### src/rtl/serial_pkg.sv
// Shared encodings for the bit-serial ALU blocks: function codes, FSM states
// and a helper that tells defined shift functions apart from reserved codes.
package serial_pkg;

  localparam logic [2:0] FN_SLL = 3'b000;
  localparam logic [2:0] FN_SRL = 3'b001;
  localparam logic [2:0] FN_SRA = 3'b011;
  localparam logic [2:0] FN_ROL = 3'b100;
  localparam logic [2:0] FN_ROR = 3'b101;

  localparam logic [1:0] ST_IDLE = 2'd0;
  localparam logic [1:0] ST_LOAD = 2'd1;
  localparam logic [1:0] ST_OUT  = 2'd2;

  function automatic logic fn_defined(input logic [2:0] f);
    return (f == FN_SLL) || (f == FN_SRL) || (f == FN_SRA) ||
           (f == FN_ROL) || (f == FN_ROR);
  endfunction

endpackage

### src/rtl/bit_counter.sv
// Free-running wrap-around bit counter with synchronous clear (priority) and enable.
module bit_counter #(
  parameter int W = 5
) (
  input  logic         clk,
  input  logic         rst_n,
  input  logic         clear,
  input  logic         en,
  output logic [W-1:0] count
);

  always_ff @(posedge clk or negedge rst_n) begin
    if (!rst_n) begin
      count <= '0;
    end else if (clear) begin
      count <= '0;
    end else if (en) begin
      count <= count + W'(1);
    end
  end

endmodule

### src/rtl/serial_shifter.sv
// Bit-serial barrel shifter: loads A and shamt LSB-first over XLEN cycles,
// then streams the shifted/rotated result LSB-first over the next XLEN cycles.
module serial_shifter
  import serial_pkg::*;
#(
  parameter int XLEN = 32
) (
  input  logic       clk,
  input  logic       rst_n,
  input  logic       flush,
  input  logic       start,
  input  logic [2:0] func,
  input  logic       op_a,
  input  logic       op_b,
  output logic       ready,
  output logic       out_bit,
  output logic       out_valid,
  output logic       out_last
);

  localparam int SHW = $clog2(XLEN);
  localparam logic [SHW-1:0] CNT_MAX = SHW'(XLEN - 1);

  logic [1:0]      state;
  logic [1:0]      state_nx;
  logic [SHW-1:0]  cnt;
  logic            cnt_en;
  logic            capture;
  logic            at_max;

  logic [XLEN-1:0] a_q;
  logic [SHW-1:0]  shamt;
  logic [2:0]      func_q;

  logic [SHW-1:0]  idx_l;
  logic [SHW-1:0]  idx_r;
  logic            carry_r;
  logic            in_l;
  logic            in_r;
  logic            r_bit;

  assign at_max  = (cnt == CNT_MAX);
  assign capture = ((state == ST_IDLE) && start) || (state == ST_LOAD);
  assign cnt_en  = capture || (state == ST_OUT);

  bit_counter #(.W(SHW)) u_cnt (
    .clk   (clk),
    .rst_n (rst_n),
    .clear (flush),
    .en    (cnt_en),
    .count (cnt)
  );

  always_comb begin
    state_nx = state;
    case (state)
      ST_IDLE: if (start)  state_nx = ST_LOAD;
      ST_LOAD: if (at_max) state_nx = ST_OUT;
      ST_OUT:  if (at_max) state_nx = ST_IDLE;
      default:             state_nx = ST_IDLE;
    endcase
    if (flush) state_nx = ST_IDLE;
  end

  always_ff @(posedge clk or negedge rst_n) begin
    if (!rst_n) begin
      state <= ST_IDLE;
    end else begin
      state <= state_nx;
    end
  end

  // cnt is 0 whenever the FSM sits in IDLE, so the start edge writes bit 0.
  always_ff @(posedge clk or negedge rst_n) begin
    if (!rst_n) begin
      a_q    <= '0;
      shamt  <= '0;
      func_q <= FN_SLL;
    end else if (capture && !flush) begin
      if (state == ST_IDLE) func_q <= func;
      a_q[cnt] <= op_a;
      for (int i = 0; i < SHW; i++) begin
        if (cnt == i[SHW-1:0]) shamt[i] <= op_b;
      end
    end
  end

  // Source index for result bit k=cnt; wraps mod XLEN, carry flags k+s >= XLEN.
  assign idx_l            = cnt - shamt;
  assign {carry_r, idx_r} = {1'b0, cnt} + {1'b0, shamt};
  assign in_l             = (cnt >= shamt);
  assign in_r             = !carry_r;

  always_comb begin
    r_bit = 1'b0;
    if (fn_defined(func_q)) begin
      case (func_q)
        FN_SLL:  r_bit = in_l ? a_q[idx_l] : 1'b0;
        FN_SRL:  r_bit = in_r ? a_q[idx_r] : 1'b0;
        FN_SRA:  r_bit = in_r ? a_q[idx_r] : a_q[XLEN-1];
        FN_ROL:  r_bit = a_q[idx_l];
        FN_ROR:  r_bit = a_q[idx_r];
        default: r_bit = 1'b0;
      endcase
    end
  end

  assign ready     = (state == ST_IDLE);
  assign out_valid = (state == ST_OUT);
  assign out_last  = out_valid && at_max;
  assign out_bit   = out_valid && r_bit;

endmodule

### config.mk
export PLATFORM = sky130hd
export DESIGN_NAME = serial_shifter
export DESIGN_NICKNAME = d
export VERILOG_FILES = /design/src/rtl/serial_pkg.sv /design/src/rtl/bit_counter.sv /design/src/rtl/serial_shifter.sv
export SDC_FILE = /design/constraint.sdc
export NUM_CORES = 1
export LEC_CHECK = 0
export BUFFER_PORTS_ARGS = -buffer_cell sky130_fd_sc_hd__buf_2
export CAP_MARGIN = 15
export CELL_PAD_IN_SITES_DETAIL_PLACEMENT = 2
export CELL_PAD_IN_SITES_GLOBAL_PLACEMENT = 2
export CORE_ASPECT_RATIO = 0.7
export CORE_UTILIZATION = 43
export CTS_CLUSTER_DIAMETER = 120
export DETAILED_ROUTE_END_ITERATION = 6
export GPL_TIMING_DRIVEN = 0
export PLACE_DENSITY = 0.84
export SLEW_MARGIN = 15
export SYNTH_ARGS = -nofsm -noshare
export SYNTH_HDL_FRONTEND = slang
export SYNTH_HIERARCHICAL = 1
export SYNTH_SLANG_ARGS = --single-unit
### constraint.sdc
create_clock -name clk -period 4.05 [get_ports clk]
set_input_delay 0.2025 -clock clk [delete_from_list [all_inputs] [get_ports clk]]
set_output_delay 0.2025 -clock clk [all_outputs]
set_load 0.02 [all_outputs]
; Yosys cells after proc, flatten, opt, wreduce, memory -nomap -nowiden
; Cells that the tools add are included.
[word_totals]
register_bits = 47
mem_bits_ro = 0
latch_bits = 0
mem_bits_rw = 0
inputBits = 9
output_inout_bits = 4
mem_count = 0
[op_classes]
n_reduce_logical = 23
add_sub_neg = 3
muxes = 19
n_eq_ne = 14
div = 0
order_cmp = 5
n_shift = 0
mul = 0
bitwise_logic = 0
[ops]
columns = operator, count
row1 = $bwmux 32, 1
row2 = $lt 5x6->1 const B, 3
row3 = $reduce_and 2->1, 6
row4 = $bmux 1 s5, 2
row5 = $eq 5x2->1 const B, 2
row6 = $mux 5, 2
row7 = $mux 2, 4
row8 = $mux 1, 7
row9 = $add 5x5->6, 1
row10 = $eq 3x3->1 const B, 2
row11 = $logic_or 1x1->1, 6
row12 = $ne 3x3->1 const B, 2
row13 = $pmux 2 s3, 1
row14 = $add 5x1->5 const B, 1
row15 = $demux 1 s5, 1
row16 = $eq 5x1->1 const B, 1
row17 = $eq 5x3->1 const B, 1
row18 = $eq 5x5->1 const B, 1
row19 = $ge 5x1->1 const B, 1
row20 = $ge 5x5->1, 1
row21 = $logic_and 1x1->1, 5
row22 = $logic_not 5->1, 1
row23 = $pmux 1 s5, 1
row24 = $sub 5x5->5, 1
row25 = other kinds (10), 10

; Logic depth before layout (Yosys ltp)
; Gate-level depths: netlist of run 1.
[logic_depth]
word_depth = 7
depth_mapped = 10
depth_no_buf = 10

; By module
; The synthesis of run 1 kept the hierarchy.
[by_module_without_submodules]
columns = module, area_each_um2, instances, cells_per_inst
row1 = serial_shifter, 2756.4, 1, 232
row2 = bit_counter, 252.7, 1, 22

; Least setup slack after synthesis of run 1
; OpenSTA, ideal clock, no wires.
[synth_timing]
kind = register -> output
from = register u_cnt.count[0]
to = output port out_bit
arrival_ps = 2957
slack_ps = 890
stages_incl_launch_ff = 9
required_ps = 3848
path_buffers = 0
path_cell_list = dfrtp_1 -> ha_1 -> inv_1 -> fa_1 -> xor2_4 -> mux4_1 -> mux4_2 -> a21boi_1 -> o22ai_1
[synth_between]
elab_chain_cells = 7
word_cells_on_any_way = 13
[synth_lines]
columns = element, line
row1 = "start, declared", bit_counter.sv:9  ; output logic [W-1:0] count
row2 = "start signal, assigned", bit_counter.sv:18  ; count <= count + W'(1);
row3 = $add 5x5->6 or $sub 5x5->5 (tied branches), "serial_shifter.sv:90, serial_shifter.sv:89"
row4 = $bmux 1 s5 (on tied branches), -
row5 = $mux 1 (on tied branches), -
row6 = $mux 1 (on tied branches), "serial_shifter.sv:100, serial_shifter.sv:98, serial_shifter.sv:99"
row7 = $pmux 1 s5 (*), serial_shifter.sv:97  ; case (func_q)
row8 = $mux 1 (*), serial_shifter.sv:96  ; if (fn_defined(func_q)) begin
row9 = $logic_and 1x1->1 (*), serial_shifter.sv:111  ; assign out_bit = out_valid && r_bit;
row10 = "end, declared", serial_shifter.sv:16  ; output logic out_bit,
; Every way passes the cells marked *; elsewhere a longest branch is shown, timed or not. The select of a mux whose other input is x is not followed.

; Final worst setup path of run 1
; Ends and elaborated chain as after synthesis.

==> results of run 1 <==
[logic make-up (layout without fill, tap and decap cells)]
kind of cell,after synthesis,after routing
AOI/OAI and AO/OA,27,27
xor gates and xnor gates,7,7
adders and majority gates,13,13
buffers and inverters,19,40
DFF,47,47
muxes,67,67
and+or+nand+nor,74,74
[synthesized netlist by cell type (2+ instances only)]
master	instances
mux2i_1	12
nor2_1	12
nor3_1	6
buf_4	2
mux2_2	40
nor2b_1	3
nand2b_1	2
nand3_1	2
clkbuf_1	4
xor2_1	4
and3b_1	2
a21oi_1	7
nand2_1	35
o211ai_1	2
ha_1	11
fa_1	2
mux4_1	10
buf_6	2
a211oi_1	2
mux4_2	3
nand4_1	2
inv_1	10
nor3b_1	6
dfrtp_1	47
o21bai_1	2
o21ai_0	4
xnor2_1	2
[layout by cell type (no fill, tap or decap), types with 2 or more instances in the layout]
| cell type | netlist | final |
|---|---|---|
| xor2_1 | 4 | 4 |
| nor3b_1 | 6 | 6 |
| mux2_2 | 40 | 40 |
| nand4_1 | 2 | 2 |
| dfrtp_1 | 47 | 46 |
| nand2b_1 | 2 | 2 |
| buf_2 | 0 | 11 |
| o211ai_1 | 2 | 2 |
| a21oi_1 | 7 | 7 |
| buf_4 | 2 | 3 |
| fa_1 | 2 | 2 |
| o21bai_1 | 2 | 2 |
| nand2_1 | 35 | 35 |
| inv_1 | 10 | 10 |
| clkbuf_8 | 0 | 5 |
| mux4_1 | 10 | 10 |
| mux4_2 | 3 | 3 |
| o21ai_0 | 4 | 4 |
| clkbuf_1 | 4 | 4 |
| ha_1 | 11 | 11 |
| and3b_1 | 2 | 2 |
| buf_6 | 2 | 2 |
| mux2i_1 | 12 | 12 |
| nor2_1 | 12 | 12 |
| nand3_1 | 2 | 2 |
| nor3_2 | 0 | 4 |
| nor3_1 | 6 | 2 |
| nor2b_1 | 3 | 3 |
| a211oi_1 | 2 | 2 |
[where the power goes]
group	switching (µW)	leakage [µW]	total, µW	internal (µW)
Sequential	57.4	0.000630	577	519
Clock	184	0.0000587	372	187
Combinational	371	0.000836	694	323
[worst max-delay path: cells and delay by family (launching register included)]
family	cells	cell delay [ns]
AO/OA/AOI/OAI	2	0.31
adder cells (fa/ha/maj)	2	0.71
buffers and inverters	2	0.24
multiplexers	2	1.15
flip-flops	1	0.57
XOR/XNOR	1	0.36
[per-stage QoR]
| stage | area [µm²] | instances | hold WS [ns] | util |
|---|---|---|---|---|
| after global routing | 3340 | 369 | 0.109 | 0.495 |
| after global placement | 3190 | 360 | 0.434 | 0.472 |
| after floorplan | 3010 | 254 | -0.0931 | - |
| final | 3340 | 369 | 0.107 | 0.495 |
| after detailed placement | 3190 | 360 | 0.439 | 0.472 |
| after CTS | 3310 | 368 | 0.0999 | 0.490 |
[layout make-up]
class	instances	area, µm²	share of cell area
Sequential cell	47	1180	0.352
Tap cell	94	118	0.0352
Clock buffer	5	68.8	0.0206
Buffer	9	77.6	0.0232
Inverter	10	37.5	0.0112
Timing Repair Buffer	13	72.6	0.0217
Multi-Input combinational cell	188	1750	0.522
Clock inverter	3	47.5	0.0142
[worst paths after layout]
path | from | endpoint | slack [ns] | cells after the start
hold / removal | func[0] | func_q[0] | 0.11 | 2
setup reg to reg | state[1] | a_q[26] | 1.87 | 5
hold reg to reg | a_q[7] | a_q[7] | 0.51 | 1
max in group asynchronous | rst_n | a_q[27] | 3.17 | 2
min in group asynchronous | rst_n | u_cnt/count[2] | 0.43 | 2
setup / recovery | u_cnt/count[0] | out_bit | 0.19 | 9
[sequential cells by signal (all words and copies together), names as in the netlist]
| name | cells |
|---|---|
| a_q | 32 |
| shamt | 5 |
| u_cnt/count | 5 |
| func_q | 3 |
| state | 2 |
[routing by layer]
layer	share of wire	track usage
met5	0	0
met4	0.0094	0.0524
met3	0.029	0.0434
met1	0.51	0.375
met2	0.45	0.391
[what timing repair did]
| item | CTS | global route |
|---|---|---|
| gates resized for setup | 0 | 2 |
| endpoints found under the setup margin | 0 | 1 |
| hold buffers | 0 | 1 |
| hold endpoints to repair | 0 | 47 |
| buffers inserted | 0 | 0 |
==> impl_results.md, run 1 <==
- Synth Register Bits: 47
- Clk Latency, worst-skew pair: 0.32 ns
- Initial Utilization: 0.445
- Post-DRT Antenna Nets: 0
- CP Launch Type: register
- Worst-path cell chain: ha_1 > inv_1 > fa_1 > xor2_4 > mux4_1 > mux4_2 > a21boi_1 > o22ai_1 > buf_2
- Most used flip-flop cell after synthesis: dfrtp_1
- Filler cell count: 706
- Post-synth top area share: 0.391
- I/O pins: 13
- Crit path capture type: output pin
- Multiplexer share of the synthesized area: 0.308
- 1st-iter DRT viols: 77
- Warnings from Yosys: 6
- Final Max Slew Viols: 0
- Slew @ Worst Pin: 0.824 ns
- Nets: 296
- Final hold vios: 0
- WS Path Type: register to output pin
- Crit path required time: 3.85 ns
- Top achievable clock speed: 259 MHz
- Leading area contributor after synthesis: dfrtp_1
- Dpl hpwl: 5970 µm
- Vias in the first global route: 2394
- Global-route wire length before repair: 13500 µm
- DRC violations left: 0
- DRT Wirelength: 8190 µm
- Share of cells above drive strength 1: 0.280
- Min Tclk post-route: 3.86 ns
- CTS clk-pin slew, worst paths: 0.10 ns
- Final setup margin: 0.194 ns
- GP Congestion: 0.770
- Post-Synth XOR/XNOR Area: 0.0266
- Largest net degree at the start of global routing: 48
- TritonCTS buffer count: 5
- First-pass DRT Iterations: 4
- Root Driver: clkbuf_8
- CTS tree: built
- Antenna Cells: 0
- Status: finished clean
- Vias per cell: 5.82
- Gr usage total: 0.253
- Clock Sinks: 47
- Max incr delay on CP: 0.65 ns
- H-tree Lvls: 2
- Placement Setup Slack: 0.526 ns
- Asr flop ratio synth: 1.00
- Synthesized net count: 276
- EDFF count, synth: 0
- LEAKAGE: 0.00153 µW
- Die Height: 72.0 µm
- Fin crit share: 0.952
- PnR Total Power: 1640 µW
- Synth Area in Compound Gates: 0.0599
- Initial antenna violation count: 0
- Peak supply drop: 0.000284 V
- Critical path arrival: 3.65 ns
- RSZ-0062 raised after global routing: false
- Ranking of synthesized cells by area: dfrtp_1 39%, mux2_2 15%, mux4_1 8.7%
- Longest Clk Path Bufs: 2
- Setup_tns: 0 ns
- Core area: 6760 µm²
- Final Setup Violations: 0
- Synthesized cell area: 3010 µm²
- Drt wl/cell: 22.2 µm
- Max-Cap Viols: 0
- Grt ovf: 0
- Syn_area_per_cell: 11.8 µm²
- Area growth from synthesis to layout: 11.1%
- # port buffers: 12
- Sequential share of the synthesized area: 0.391
- Cells after Synth: 254
- Main combinational cell family by area after synthesis: multiplexers
- Hold Path Class: input pin to register
- Critical-path maximum fanout: 9
- Die W: 102 µm
- Synth unique cells: 45
- Via count: 2149
- Die area: 7340 µm²
- Row cnt: 25
- Clock Skew: 0.0131 ns
- Crit-path slowest cell: mux4_1
- Slew headroom: 0.445
- Power per standard cell area: 491 nW/µm²
- Post-synthesis simple-gate area fraction: 0.117
- Adder-cell share of the synthesized area: 0.0590
(Power assumes the default switching activity.)
==> run 2: changes to the inputs <==
HOLD_SLACK_MARGIN = 0.15   (was default)
SLEW_MARGIN = 20   (was 15)
==> run 2 against run 1 <==
Global-route usage rose by 0.44 points. Critical path type unchanged. Clock-buffer cell count rose by 2. Worst setup slack got worse by 0.036 ns. Largest cell class unchanged. Combinational power barely moved. Clock skew fell by 0.0026 ns. Non-clock buffer count rose by 3. Wire length rose by 1.9%.
==> impl_results.md, run 2 (synthesis results as in run 1) <==
- Status: finished clean
- Critical-path maximum fanout: 10 (+1)
- Fin crit share: 0.961 (+0.00881)
- Clk Latency, worst-skew pair: 0.30 ns (-0.02 ns)
- Share of cells above drive strength 1: 0.270 (-0.0102)
- Largest net degree at the start of global routing: 48 (unchanged)
- Placement Setup Slack: 0.489 ns (-0.0369 ns)
- Grt met3 use: 0.0472 (+0.00385)
- TritonCTS buffer count: 5 (unchanged)
- Die W: 102 µm (unchanged)
- Longest Clk Path Bufs: 2 (unchanged)
- Met2 global-route usage: 0.415 (+0.0231)
- Grt ovf: 0 (unchanged)
- Die Height: 72.0 µm (unchanged)
- Row cnt: 25 (unchanged)
- CTS clk-pin slew, worst paths: 0.10 ns (about the same)
- Final Core Density: 0.496 (+0.00111)
- Slew headroom: 0.413 (-0.0318)
- Area growth from synthesis to layout: 11.4%
- CTS tree: built
- CP Launch Type: register
- WS Path Type: register to output pin
- Max-Cap Viols: 0 (unchanged)
- H-tree Lvls: 2 (unchanged)
- # port buffers: 12 (unchanged)
- Nets: 299 (+1.0%)
- LEAKAGE: 0.00153 µW (+0.24%)
- I/O pins: 13 (unchanged)
- Post-DRT Antenna Nets: 0 (unchanged)
- Global-route wire length before repair: 13800 µm (+2.3%)
- Final hold vios: 0 (unchanged)
- Hold Startpoint: flush
- Gr usage total: 0.258 (+0.00437)
- RR Startpoint: state[1]
- Finished Layout Cells: 372 (+0.81%)
- Power per standard cell area: 471 nW/µm² (-4.0%)
- Core area: 6760 µm² (unchanged)
- First-pass DRT Iterations: 4 (unchanged)
- DRT Wirelength: 8350 µm (+1.9%)
- 1st-iter DRT viols: 64 (-17%)
- Setup crit start: u_cnt/count[1]
- Crit path required time: 3.85 ns (about the same)
- Final setup margin: 0.158 ns (-0.0357 ns)
- Crit-path slowest cell: mux4_1
- Die area: 7340 µm² (unchanged)
- Clock Sinks: 47 (unchanged)
- Post-Place Cells: 360 (unchanged)
- Max incr delay on CP: 0.65 ns (about the same)
- Critical path arrival: 3.69 ns (+0.04 ns)
- Max FFs per register: 32 (unchanged)
- Root Driver: clkbuf_8
- Initial antenna violation count: 0 (unchanged)
- Clock Skew: 0.0105 ns (-0.00256 ns)
- Vias in the first global route: 2445 (+2.1%)
- Setup_tns: 0 ns (unchanged)
- Slew @ Worst Pin: 0.868 ns (+0.0442 ns)
- Vias per cell: 5.79 (-0.58%)
- Most frequent cells in the layout: 47 x dfrtp_1, 40 x mux2_2, 35 x nand2_1, 12 x nor2_1, 12 x mux2i_1
- Worst-path cell chain: inv_1 > fa_1 > xor2_4 > mux4_1 > mux4_2 > a21boi_1 > o22ai_1 > buf_2
- Initial Utilization: 0.445 (unchanged)
- Peak supply drop: 0.000259 V (-8.9%)
- RSZ-0062 raised after global routing: false
- Final Max Slew Viols: 0 (unchanged)
- Top Registers: a_q x32, shamt x5, u_cnt/count x5
- Crit path capture type: output pin
- Layer with the highest usage: met2
- Antenna Cells: 0 (unchanged)
- Top achievable clock speed: 257 MHz (-0.92%)
- Register with the most flip-flops: a_q
- GP Congestion: 0.770 (unchanged)
- Leading cell type in the layout, fill and taps excluded: dfrtp_1
- Hold Path Class: input pin to register
- M1 GR Usage: 0.376 (+0.00102)
- DRC violations left: 0 (unchanged)
- Dpl hpwl: 6030 µm (+0.97%)
- Min Tclk post-route: 3.89 ns (+0.0357 ns)
- Drt wl/cell: 22.4 µm (+1.1%)
- Final Setup Violations: 0 (unchanged)
- Via count: 2154 (+0.23%)
-- run 2: changes by cell type in the layout (fill, tap and decap cells not counted), sizes merged --
cell / before / now
dlygate4sd3: 1 / 4
clkbuf: 10 / 12
bufinv: 1 / 0
inv: 11 / 10
-- run 2: cell type report --
cell class / instances / area [µm²]
Fill cell: 715 / 3400
Multi-Input combinational cell: 188 / 1750
Sequential cell: 47 / 1180
Tap cell: 94 / 118
Timing Repair Buffer: 16 / 103
Clock buffer: 7 / 86.3
Buffer: 9 / 77.6
Inverter: 10 / 37.5
Clock inverter: 1 / 8.76
-- run 2: what timing repair did --
| item | in CTS | in global routing |
|---|---|---|
| hold buffers | 4 | 0 |
| gates resized for setup | 0 | 1 |
| buffers inserted | 0 | 0 |
| endpoints found under the hold margin | 16 | 0 |
| setup endpoints to repair | 0 | 1 |
-- run 2: metrics by stage --
step	hold WS, ns	area (µm²)	power [µW]
global placement	0.434	3190	1220
global route	0.197	3350	1660
detailed placement	0.440	3200	1250
CTS	0.198	3340	1580
floorplan	-0.0931	3010	1060
finish	0.194	3350	1580
-- run 2: per-layer routing --
| layer | vias up | routed length [µm] | share of wire |
|---|---|---|---|
| met5 | - | 0 | 0 |
| met2 | 27 | 3920 | 0.47 |
| met1 | 1148 | 4070 | 0.49 |
| met4 | 0 | 36 | 0.0043 |
| li1 | 975 | - | - |
| met3 | 4 | 329 | 0.039 |
-- run 2: final timing paths --
kind / endpoint / slack (ns) / cells past startpoint
max: out_bit / 0.16 / 8
min: u_cnt/count[0] / 0.19 / 2
max reg2reg: a_q[4] / 1.81 / 5
min reg2reg: a_q[7] / 0.51 / 1
max in group asynchronous: a_q[29] / 3.15 / 2
min in group asynchronous: u_cnt/count[4] / 0.45 / 2
-- run 2: worst max-delay path, delay by kind of cell (launching register included) --
family                     cells  cell delay, ns
DFF                            1            0.59
muxes                          2            1.15
buffers and inverters          2            0.41
xor gates and xnor gates       1            0.36
AOI/OAI and AO/OA              2            0.31
adders and majority gates      1            0.56
-- run 2: power by group --
group | internal, µW | total [µW] | leakage [µW] | switching [µW]
sequential | 519 | 576 | 0.000632 | 57.1
combinational | 325 | 696 | 0.000849 | 371
clock | 140 | 308 | 0.0000484 | 168
